--- src/rtl/ibpl_pkg.sv ---
// Shared constants and helpers for the LWL input cardlet.
package ibpl_pkg;

  localparam int CH_IDX_W = 4;
  localparam int MAX_CH   = 16;

  // Default physical-pin map, field i (LSB first) = pin feeding logical channel i.
  localparam logic [6*CH_IDX_W-1:0] LWL_MAP6 = {4'd5, 4'd2, 4'd4, 4'd1, 4'd3, 4'd0};

  function automatic int cnt_width(input int max_val);
    return (max_val < 1) ? 1 : $clog2(max_val + 1);
  endfunction

endpackage

--- src/rtl/ibpl_in_filter.sv ---
// One LWL input channel: polarity fix, 2-FF synchroniser and glitch filter.
module ibpl_in_filter
  import ibpl_pkg::*;
#(
  parameter bit INV      = 1'b0,
  parameter int FILT_CYC = 3
) (
  input  logic clk,
  input  logic rst,
  input  logic pin,
  output logic filt
);

  logic sync_m;
  logic sync;

  always_ff @(posedge clk) begin
    if (rst) begin
      sync_m <= 1'b0;
      sync   <= 1'b0;
    end else begin
      sync_m <= pin ^ INV;
      sync   <= sync_m;
    end
  end

  generate
    if (FILT_CYC == 0) begin : g_bypass
      assign filt = sync;
    end else begin : g_filter
      localparam int CW = cnt_width(FILT_CYC);
      localparam logic [CW-1:0] LAST = CW'(FILT_CYC - 1);

      logic [CW-1:0] cnt;
      logic          filt_q;

      // A new level is accepted on its FILT_CYC-th consecutive differing sample.
      always_ff @(posedge clk) begin
        if (rst) begin
          cnt    <= '0;
          filt_q <= 1'b0;
        end else if (sync != filt_q) begin
          if (cnt == LAST) begin
            filt_q <= sync;
            cnt    <= '0;
          end else begin
            cnt <= cnt + CW'(1);
          end
        end else begin
          cnt <= '0;
        end
      end

      assign filt = filt_q;
    end
  endgenerate

endmodule

--- src/rtl/ibpl_lwlin_multi.sv ---
// Parametrised fibre-optic input cardlet: conditioned inputs, activity LEDs
// and direction-conflict error for the interbackplane frontend.
module ibpl_lwlin_multi
  import ibpl_pkg::*;
#(
  parameter int                        N_CH        = 6,
  parameter int                        INT_W       = 8,
  parameter logic [N_CH*CH_IDX_W-1:0]  CH_MAP      = LWL_MAP6,
  parameter logic [N_CH-1:0]           INV_MASK    = '1,
  parameter int                        FILT_CYC    = 3,
  parameter int                        STRETCH_CYC = 6250000
) (
  input  logic             clk,
  input  logic             rst,
  input  logic [N_CH-1:0]  diob_in,
  output logic [N_CH-1:0]  diob_dir,
  output logic [N_CH-1:0]  diob_out,
  input  logic [INT_W-1:0] input_enable,
  input  logic [INT_W-1:0] output_enable,
  input  logic [INT_W-1:0] input_act,
  input  logic             err_clr,
  output logic [INT_W-1:0] internal_in,
  output logic [INT_W-1:0] diob_led1,
  output logic [INT_W-1:0] diob_led2,
  output logic             plugin_error,
  output logic             plugin_error_sticky
);

  localparam logic [INT_W-1:0] CH_MASK = INT_W'((1 << N_CH) - 1);
  localparam int               SW      = cnt_width(STRETCH_CYC);
  localparam logic [SW-1:0]    STRETCH_LOAD = SW'(STRETCH_CYC - 1);

  generate
    if (N_CH < 1 || N_CH > INT_W || N_CH > MAX_CH) begin : g_bad_nch
      $error("ibpl_lwlin_multi: N_CH out of range");
    end
    for (genvar i = 0; i < N_CH; i++) begin : g_map_chk
      if (int'(CH_MAP[i*CH_IDX_W +: CH_IDX_W]) >= N_CH) begin : g_range
        $error("ibpl_lwlin_multi: CH_MAP field selects a missing pin");
      end
      for (genvar j = i + 1; j < N_CH; j++) begin : g_dup
        if (CH_MAP[i*CH_IDX_W +: CH_IDX_W] == CH_MAP[j*CH_IDX_W +: CH_IDX_W]) begin : g_err
          $error("ibpl_lwlin_multi: duplicate CH_MAP field");
        end
      end
    end
  endgenerate

  assign diob_dir = '0;
  assign diob_out = '0;

  logic [N_CH-1:0] filt;

  for (genvar p = 0; p < N_CH; p++) begin : g_ch
    ibpl_in_filter #(
      .INV      (INV_MASK[p]),
      .FILT_CYC (FILT_CYC)
    ) u_filt (
      .clk  (clk),
      .rst  (rst),
      .pin  (diob_in[p]),
      .filt (filt[p])
    );
  end

  logic [INT_W-1:0] mapped;

  always_comb begin
    mapped = '0;
    for (int i = 0; i < N_CH; i++) begin
      for (int p = 0; p < N_CH; p++) begin
        if (int'(CH_MAP[i*CH_IDX_W +: CH_IDX_W]) == p) begin
          mapped[i] = filt[p] & input_enable[i];
        end
      end
    end
  end

  logic conflict;
  assign conflict = |(output_enable & ~input_enable & CH_MASK);

  always_ff @(posedge clk) begin
    if (rst) begin
      internal_in         <= '0;
      plugin_error        <= 1'b0;
      plugin_error_sticky <= 1'b0;
    end else begin
      internal_in         <= mapped;
      plugin_error        <= conflict;
      plugin_error_sticky <= conflict | (plugin_error_sticky & ~err_clr);
    end
  end

  logic [N_CH-1:0] act_q;
  logic [SW-1:0]   stretch_cnt [N_CH];

  // Each rising activity edge (re)loads the hold counter; it parks at zero.
  always_ff @(posedge clk) begin
    if (rst) begin
      act_q <= '0;
      for (int i = 0; i < N_CH; i++) stretch_cnt[i] <= '0;
    end else begin
      act_q <= input_act[N_CH-1:0];
      for (int i = 0; i < N_CH; i++) begin
        if (input_act[i] & ~act_q[i]) begin
          stretch_cnt[i] <= STRETCH_LOAD;
        end else if (stretch_cnt[i] != '0) begin
          stretch_cnt[i] <= stretch_cnt[i] - SW'(1);
        end
      end
    end
  end

  logic [INT_W-1:0] stretch_on;

  always_comb begin
    stretch_on = '0;
    for (int i = 0; i < N_CH; i++) stretch_on[i] = (stretch_cnt[i] != '0);
  end

  assign diob_led1 = (input_act & CH_MASK) | stretch_on;
  assign diob_led2 = input_enable & CH_MASK;

endmodule

--- config.mk ---
export PLATFORM = sky130hd
export DESIGN_NAME = ibpl_lwlin_multi
export DESIGN_NICKNAME = d
export VERILOG_FILES = /design/src/rtl/ibpl_pkg.sv /design/src/rtl/ibpl_in_filter.sv /design/src/rtl/ibpl_lwlin_multi.sv
export SDC_FILE = /design/constraint.sdc
export NUM_CORES = 1
export LEC_CHECK = 0
export BUFFER_PORTS_ARGS = -buffer_cell sky130_fd_sc_hd__buf_2
export CELL_PAD_IN_SITES_DETAIL_PLACEMENT = 1
export CELL_PAD_IN_SITES_GLOBAL_PLACEMENT = 1
export CORE_UTILIZATION = 52
export DETAILED_ROUTE_END_ITERATION = 6
export PLACE_DENSITY_LB_ADDON = 0.1
export SETUP_SLACK_MARGIN = 0.15
export SLEW_MARGIN = 5
export SYNTH_ARGS = -nofsm -noshare
export SYNTH_HDL_FRONTEND = slang
export SYNTH_SLANG_ARGS = --single-unit
--- constraint.sdc ---
create_clock -name clk -period 6.41 [get_ports clk]
set_input_delay 0.3205 -clock clk [delete_from_list [all_inputs] [get_ports clk]]
set_output_delay 0.3205 -clock clk [all_outputs]
set_load 0.03 [all_outputs]
==> flow_metrics.env <==
export IMPL_synthXorXnorAreaFrac=0.102
export IMPL_cp_num_buf_inv=2
export IMPL_dr_pass1_iters=4
export IMPL_wire_per_inst_um=17.4
export IMPL_startpoint="stretch_cnt[3][0]"
export IMPL_multi_input_area_um2=3770
export IMPL_p_per_area_nw_per_um2=280
export IMPL_relSlewSlack=0.204
export IMPL_finClkSkew_ns=0.00988
export IMPL_dp_slack_ns=2.99
export IMPL_rows=48
export IMPL_die_y_um=134
export IMPL_synth_most_common_cell="edfxtp_1"
export IMPL_endpoint_kind="primary output"
export IMPL_worst_slew_pin_slew_ns=1.19
export IMPL_cts_tree="built"
export IMPL_regArea_um2=5020
export IMPL_switching_share=0.253
export IMPL_required_ns=6.09
export IMPL_path_class="reg -> out"
export IMPL_yosysWarnings=0
export IMPL_synthFlopType="edfxtp_1"
export IMPL_seq_power_share=0.504
export IMPL_area_delta_synth_final_pct=9.91
export IMPL_setup_violations=0
export IMPL_antenna_found_initial=0
export IMPL_cts_resized=0
export IMPL_timing_hold_violations_final=0
export IMPL_pin_count=71
export IMPL_cts_htree_levels=4
export IMPL_fp_dieArea_um2=18000
export IMPL_drc_errors=0
export IMPL_postRouteWirelength_um=19700
export IMPL_synth_top_area_share=0.455
export IMPL_die_w_um=134
export IMPL_crit_slowest_cell="or4_1"
export IMPL_synthTopCellsByCount="edfxtp_1, nor2_1, a21oi_1"
export IMPL_clkPwrFrac=0.385
export IMPL_dp_hpwl_um=13300
export IMPL_fin_nets=936
export IMPL_fmax_mhz=287
export IMPL_synth_area_top_cells="edfxtp_1, dfxtp_1, xnor2_1"
export IMPL_ys_types=52
export IMPL_yosysTopAreaCell="edfxtp_1"
export IMPL_hold_class="in -> reg"
export IMPL_status="complete, no violations"
export IMPL_layout_drive_gt1_share=0.101
export IMPL_grt_usage=0.232
export IMPL_synth_seq_cells=182
export IMPL_crit_arrival_ns=3.16
export IMPL_initial_utilization=0.530
export IMPL_maxSlewViolCount=0
export IMPL_grt_pass1_wl_um=33000
export IMPL_fin_ws_ns=2.93
export IMPL_cp_cell_sequence="inv_1 > ha_1 > or4b_1 > or4_1 > nor3_4 > or2b_1 > buf_2"
export IMPL_avgSynthCellArea_um2=10.6
export IMPL_vias_per_cell=5.67
export IMPL_grt_max_degree=36
export IMPL_syn_area_um2=9110
export IMPL_p_switching_mw=0.710
export IMPL_synth_compound_area_frac=0.0773
export IMPL_min_delay_start="diob_in[1]"
export IMPL_syn_inst=858
export IMPL_cts_sinks=182
export IMPL_place_gp_congestion=0.794
export IMPL_path_clk_slew_ns=0.07
export IMPL_post_cts_setup_buffer_count=0
export IMPL_fill_cells=1873
export IMPL_async_flop_share=0
export IMPL_grt_pass1_vias=6771
export IMPL_synth_top_family_by_area="simple AND/OR/NAND/NOR gates"
export IMPL_core_um2=17200
export IMPL_clk_latency_ns=0.43
export IMPL_port_buffers=46
export IMPL_vdd_drop_max_mv=0.231
export IMPL_clockBufferDepth=2
export IMPL_vias=6401
export IMPL_drt_iter0_markers=280
export IMPL_yosys_area_share_simple=0.202
export IMPL_yosysSeqAreaShare=0.552
export IMPL_p_leak_nw=3.65
export IMPL_comb_power_share=0.111
export IMPL_startpoint_type="flip-flop"
export IMPL_rsz0062_at_grt="no"
export IMPL_finalCriticalPeriod_ns=3.48
export IMPL_grt_overflow=0
export IMPL_total_power_mw=2.80
export IMPL_period_share=0.543
export IMPL_intPower_mw=2.09
export IMPL_synth_edf_count=138
export IMPL_maxCapViolations=0
export IMPL_crit_family="simple AND/OR/NAND/NOR gates"
export IMPL_cts_root_buf="clkbuf_16"
export IMPL_synthMuxAreaShare=0.00769
export IMPL_postCtsHoldBufs=0
export IMPL_crit_fanout=6
export IMPL_max_stage_delay_ns=0.68
export IMPL_rr_startpoint="stretch_cnt[5][1]"
export IMPL_setup_tns_ns=0
export IMPL_synth_adder_area_share=0.0165
export IMPL_diodes=0
export IMPL_cts_buffers=17
export IMPL_ant_nets=0
## power by group through the flow
stage / sequential [mW] / combinational, mW / clock, mW
floorplan: 1.42 / 0.248 / 0
global placement: 1.43 / 0.287 / 0
detailed placement: 1.44 / 0.305 / 0
CTS: 1.41 / 0.312 / 1.10
global route: 1.42 / 0.347 / 1.15
finish: 1.41 / 0.311 / 1.08
## through the flow
stage	util	std cells	area [um^2]	hold slack, ns
final	0.583	1129	10000	0.0292
after global placement	0.547	1097	9390	0.398
after floorplan	-	875	9170	0.387
after detailed placement	0.547	1097	9390	0.404
after global routing	0.583	1129	10000	0.0116
after CTS	0.582	1129	10000	0.0111
## final cells by class
cell class | instances | share of cell area
clock inverters | 8 | 0.00813
inverters | 22 | 0.00825
multi-input cells | 621 | 0.376
well taps | 225 | 0.0281
flip-flops and latches | 182 | 0.502
clock buffers | 24 | 0.0535
repair buffers | 47 | 0.0238
## final timing paths
| kind | endpoint | slack, ns | cells after the start |
|---|---|---|---|
| worst min-delay path | g_ch[1].u_filt.sync_m | 0.03 | 2 |
| worst max-delay path | diob_led1[3] | 2.93 | 7 |
| worst max register to register | stretch_cnt[5][10] | 2.96 | 7 |
| worst min register to register | g_ch[2].u_filt.g_filter.cnt[0] | 0.41 | 1 |
## kinds of logic after synthesis
kind of cell | Yosys count
simple gates | 351
flops | 182
compound gates | 127
xor+xnor | 106
buf+inv | 72
fa+ha+maj | 12
mux | 7
other cells | 1
## layer usage
layer  vias to the layer above  track usage  wire length, um
met2                        99        0.419            10400
met4                         0       0.0818              401
met5                         -            0                0
li1                       3102            -                -
met3                        29       0.0446              512
met1                      3171        0.276             8350
## cell usage in the layout (no fill, tap or decap), types with 5 or more instances in the layout
cell         n
nor4_1      23
nand2b_1    20
nor2_1     116
buf_2       46
nor3b_1      6
xnor2_1     74
nor2b_1     18
conb_1      18
clkbuf_16   20
xor2_1      32
ha_1        12
a21oi_1     79
o31ai_1      6
nand3b_1     6
or4_1       17
dfxtp_1     44
mux2i_1      7
edfxtp_1   138
nand3_1     12
o21ai_0     21
or2_2        5
or3_1       24
nand2_1     41
a31oi_1      8
nor3_1      38
inv_1       22
o41ai_1      5
## state kept, by name, summed over array words and instances (netlist names)
register                  flops
g_ch.u_filt.sync_m            6
g_ch.u_filt.g_filter.cnt     12
plugin_error_sticky           1
g_ch.u_filt.sync              6
plugin_error                  1
internal_in                   6
act_q                         6
stretch_cnt                 138
g_ch.u_filt.filt              6
No activity file was read; power rests on OpenSTA's default activity.
